### src/rtl/bus_sequencer.sv
// Register-transfer bus sequencer: queues {source, destination} requests in a FIFO
// and replays each one as a DRIVE then LATCH sequence on the shared bus.
module bus_sequencer #(
  parameter int DEPTH = 4
) (
  input  logic       clk,
  input  logic       rst_n,
  input  logic       req_valid,
  input  logic [3:0] req_src,
  input  logic [2:0] req_dst,
  output logic       req_ready,
  output logic [3:0] read_en,
  output logic [7:0] wr_en,
  output logic       done,
  output logic       err,
  output logic [7:0] xfer_count
);

  localparam int AW = $clog2(DEPTH);
  localparam int CW = AW + 1;

  typedef enum logic [1:0] {
    IDLE,
    DRIVE,
    LATCH
  } state_t;

  state_t        state;
  logic [6:0]    mem [DEPTH];
  logic [AW-1:0] rd_ptr;
  logic [AW-1:0] wr_ptr;
  logic [CW-1:0] count;
  logic [CW-1:0] next_count;
  logic          push;
  logic          pop;
  logic [3:0]    head_src;
  logic [2:0]    head_dst;
  logic          head_ok;

  assign push     = rst_n && req_valid && req_ready;
  assign pop      = (state == LATCH);
  assign head_src = mem[rd_ptr][6:3];
  assign head_dst = mem[rd_ptr][2:0];

  always_comb begin
    next_count = count + CW'(push) - CW'(pop);
  end

  // Only these codes select a real register onto the bus; anything else is discarded.
  always_comb begin
    head_ok = 1'b0;
    case (head_src)
      4'd4, 4'd5, 4'd7, 4'd8, 4'd9, 4'd10, 4'd12, 4'd13: head_ok = 1'b1;
      default: head_ok = 1'b0;
    endcase
  end

  always_ff @(posedge clk) begin
    if (push) begin
      mem[wr_ptr] <= {req_src, req_dst};
    end
  end

  // Outputs are decoded from the current state, so they trail the state by one edge.
  always_ff @(posedge clk) begin
    if (!rst_n) begin
      state      <= IDLE;
      rd_ptr     <= '0;
      wr_ptr     <= '0;
      count      <= '0;
      req_ready  <= 1'b0;
      read_en    <= 4'd0;
      wr_en      <= 8'd0;
      done       <= 1'b0;
      err        <= 1'b0;
      xfer_count <= 8'd0;
    end else begin
      if (push) begin
        wr_ptr <= wr_ptr + AW'(1);
      end
      if (pop) begin
        rd_ptr <= rd_ptr + AW'(1);
      end
      count     <= next_count;
      req_ready <= (next_count != CW'(DEPTH));
      read_en   <= 4'd0;
      wr_en     <= 8'd0;
      done      <= 1'b0;
      err       <= 1'b0;
      case (state)
        IDLE: begin
          if (count != '0) begin
            state <= DRIVE;
          end
        end
        DRIVE: begin
          state <= LATCH;
          if (head_ok) begin
            read_en <= head_src;
          end
        end
        LATCH: begin
          if (head_ok) begin
            read_en    <= head_src;
            wr_en      <= 8'd1 << head_dst;
            done       <= 1'b1;
            xfer_count <= xfer_count + 8'd1;
          end else begin
            err <= 1'b1;
          end
          state <= (next_count != '0) ? DRIVE : IDLE;
        end
        default: state <= IDLE;
      endcase
    end
  end

endmodule

### config.mk
export PLATFORM = sky130hd
export DESIGN_NAME = bus_sequencer
export DESIGN_NICKNAME = d
export VERILOG_FILES = /design/src/rtl/bus_sequencer.sv
export SDC_FILE = /design/constraint.sdc
export NUM_CORES = 1
export LEC_CHECK = 0
export BUFFER_PORTS_ARGS = -buffer_cell sky130_fd_sc_hd__buf_2
export CELL_PAD_IN_SITES_DETAIL_PLACEMENT = 1
export CELL_PAD_IN_SITES_GLOBAL_PLACEMENT = 2
export CORE_UTILIZATION = 35
export CTS_CLUSTER_DIAMETER = 120
export DETAILED_ROUTE_END_ITERATION = 12
export PLACE_DENSITY = 0.67
export SLEW_MARGIN = 40
export SYNTH_ARGS = -nofsm -noshare
export SYNTH_HDL_FRONTEND = slang
export SYNTH_SLANG_ARGS = --single-unit
### constraint.sdc
create_clock -name clk -period 3 [get_ports clk]
set_input_delay 0.6 -clock clk [delete_from_list [all_inputs] [get_ports clk]]
set_output_delay 0.6 -clock clk [all_outputs]
set_load 0.05 [all_outputs]
==> flow_summary.toml <==
[placement]
dp_hpwl_um = 3480
dp_slack_ns = 0.307
gp_congestion = 0.728
dp.cells = 310
portBuffers = 32

[clocking]
cts_tree = "built"
post-cts-setup-buffer-count = 0
clk_latency_ns = 0.34
cts-hold-fix-buffers = 0
cts-root-buf = "clkbuf_8"
cts.path.max_buffers = 2
htree_levels = 3
cts_sinks = 62
numCtsBuffers = 9
clkTransAtPathRegs_ns = 0.07
cts_resized = 0

[worst_setup_path]
cpPeakStageDelay_ns = 0.38
crit_arrival_ns = 2.83
cp-start-kind = "register"
crit_path_cell_trace = "inv_1 -> ha_1 -> xor2_1 -> ha_1 -> fa_1 -> xor3_1 -> nand2_1 -> a21oi_1 -> or3_1 -> a21oi_1"
cp-end-kind = "register"
crit_required_ns = 3.27
worst-setup-path-type = "reg2reg"
crit_fanout = 9
worst_path_max_delay_cell = "dfxtp_1"

[logic_synthesis]
ys_ff_latch = 62
ys_seq_area_share_pct = 61.2
synthCells = 186
syn-num-nets = 208
syn_area_sq_um = 2490
syn_avg_cell_area_sq_um = 13.4
netlist-cell-type-count = 38
yosysWarnings = 0

[global_routing]
grt_usage_pct = 14.5
antenna_found_initial = 0
grt_pass1_wl_um = 7860
grt_pass1_vias = 1613
grt_max_degree = 19
overflow = 0

[floorplan]
pin_count = 33
fp.dieH_um = 86.3
dieArea_sq_um = 7440
rows = 30
start_util_pct = 36.4
core-area_sq_um = 6830
chipWidth_um = 86.3

[run_status]
status = "finished, final reports clean"

[cells_and_area]
insertedDiodeCount = 0
num-fill-cells = 739
final_cells = 326
final_core_util_pct = 43.1
drive_gt1_share_pct = 24.3
area_growth_pct = 18.4
fin_nets = 247

[detailed_routing]
dr.pass1.iters = 4
drt_wl_total_um = 4750
post_drt_wl_per_cell_um = 14.6
vias = 1544
drtIter0Drc = 42
drc = 0
via_per_inst = 4.74
ant_nets = 0

[job]
maxCapViolations = 0

[sta]
hold_viol = 0
drv_slew = 0
worst_slack_ns = 0.440
rsz0062_at_grt = "no"
fin_setup_tns_ns = 0
fin_crit_ns = 2.56
fin_crit_sh_pct = 85.3
slew-limit-headroom_pct = 56.6
setup_violations = 0
fin_skew_ns = 0.0105
fmax_mhz = 391
tightest_slew_ns = 0.641

[pwr]
ir_worst_vdd_mv = 0.344
power.density_nw_per_um2 = 771
leakagePower_uw = 0.00111
p_total_uw = 2270

[hold_path]
hp-class = "in2reg"
## layer usage
| layer | vias up | GRT usage (%) | part of all wire (%) |
|---|---|---|---|
| met4 | 0 | 9.55 | 2.6 |
| met3 | 12 | 3.43 | 3.3 |
| met1 | 751 | 16.6 | 45 |
| met2 | 32 | 24.5 | 49 |
| met5 | - | 0 | 0 |
| li1 | 749 | - | - |
## report_power, final
| part | internal, uW | switching [uW] | total, uW | leakage (uW) |
|---|---|---|---|---|
| registers | 957 | 54.8 | 1010 | 0.000528 |
| logic | 205 | 321 | 526 | 0.000486 |
| clock network | 389 | 341 | 730 | 0.0000931 |
## metrics by stage
stage,instance area [sq um],hold WS (ns)
2_1_floorplan,2490,0.466
3_3_place_gp,2740,0.461
3_5_place_dp,2740,0.491
4_1_cts,2940,0.456
5_1_grt,2940,0.461
6_report,2940,0.473
## synthesized netlist by cell type
master / instances / share of area (%)
xnor2_1: 3 / 1.1
o211ai_1: 1 / 0.30
xor2_1: 4 / 1.4
nand3b_1: 2 / 0.60
ha_1: 11 / 5.5
o2111ai_1: 1 / 0.35
and2_1: 6 / 1.5
fa_1: 1 / 0.81
clkbuf_2: 1 / 0.20
nor4b_1: 1 / 0.35
a21oi_1: 8 / 1.6
or3_1: 3 / 0.75
xor3_1: 1 / 0.96
mux4_2: 1 / 0.91
or2_2: 1 / 0.25
nor2_1: 19 / 2.9
nor3_1: 6 / 1.2
buf_6: 1 / 0.45
nor2b_1: 1 / 0.25
nor3b_1: 3 / 0.91
o21ai_0: 6 / 1.2
mux2i_4: 1 / 0.91
nand4_1: 3 / 0.75
clkbuf_1: 1 / 0.15
inv_1: 5 / 0.75
or3_2: 3 / 0.91
edfxtp_1: 28 / 34
o2111ai_4: 1 / 1.1
nand3_1: 3 / 0.60
mux2_2: 1 / 0.45
o31ai_1: 1 / 0.30
or4_1: 1 / 0.30
dfxtp_1: 34 / 27
clkinv_1: 1 / 0.15
nand2_1: 11 / 1.7
mux4_1: 5 / 5.3
buf_2: 2 / 0.40
mux2i_1: 4 / 1.6
## registers in the layout, indices dropped and copies added, names as in the netlist, named ones only
| signal | count |
|---|---|
| rd_ptr | 2 |
| err | 1 |
| state | 2 |
| mem | 28 |
| req_ready | 1 |
| count | 3 |
| xfer_count | 8 |
| wr_en | 8 |
| wr_ptr | 2 |
| done | 1 |
| read_en | 4 |
## placed cells by master, fill, tap and decap left out, drive strengths merged
cell type / synthesis / final
mux2: 1 / 1
o31ai: 1 / 1
nand2: 11 / 11
or3: 6 / 6
mux4: 6 / 6
and2: 6 / 6
inv: 5 / 6
or4: 1 / 1
dfxtp: 34 / 34
nor3: 6 / 6
nor3b: 3 / 3
mux2i: 5 / 5
nand3: 3 / 3
a21oi: 8 / 8
clkinv: 1 / 3
o2111ai: 2 / 2
nor2b: 1 / 1
xnor2: 3 / 3
fa: 1 / 1
nor4b: 1 / 1
xor2: 4 / 4
nor2: 19 / 19
clkbuf: 2 / 10
clkinvlp: 0 / 2
bufinv: 0 / 1
nand4: 3 / 3
or2: 1 / 1
buf: 3 / 33
o211ai: 1 / 1
ha: 11 / 11
o21ai: 6 / 6
xor3: 1 / 1
nand3b: 2 / 2
edfxtp: 28 / 28
## critical path: cells and delay by family (launching register included)
kind | cells | cell delay, ns
adders and majority gates | 3 | 0.94
and+or+nand+nor | 2 | 0.40
buffers and inverters | 1 | 0.10
xor gates and xnor gates | 2 | 0.46
AOI/OAI and AO/OA | 2 | 0.22
DFF | 1 | 0.38
## logic make-up (layout without fill, tap and decap cells)
family	count (synthesis)	in the layout	share of synthesized area, %
buf+inv	11	55	2.11
simple gates	63	63	12.9
xor+xnor	8	8	3.42
fa+ha+maj	12	12	6.34
mux	12	12	9.16
compound gates	18	18	4.83
flops	62	62	61.2
## area by class of cell
type	instances	area, sq um	area share, %
tap	96	120	4.08
clock inverter	6	71.3	2.42
multi-input combinational	113	912	31.0
sequential	62	1520	51.7
timing repair buffer	33	168	5.70
inverter	6	22.5	0.765
clock buffer	10	128	4.34
## path summary, 6_finish.rpt
kind                               from                endpoint  slack, ns  depth (start not counted)
setup / recovery  state[0]$_SDFFE_PN0P_   state[0]$_SDFFE_PN0P_       0.44                         10
setup reg to reg  state[0]$_SDFFE_PN0P_   state[0]$_SDFFE_PN0P_       0.44                         10
hold reg to reg    req_ready$_SDFF_PN0_  wr_ptr[1]$_SDFFE_PN0P_       0.50                          2
hold / removal               req_dst[0]     mem[2][0]$_DFFE_PP_       0.47                          1
Power figures use the tool's default switching activity.
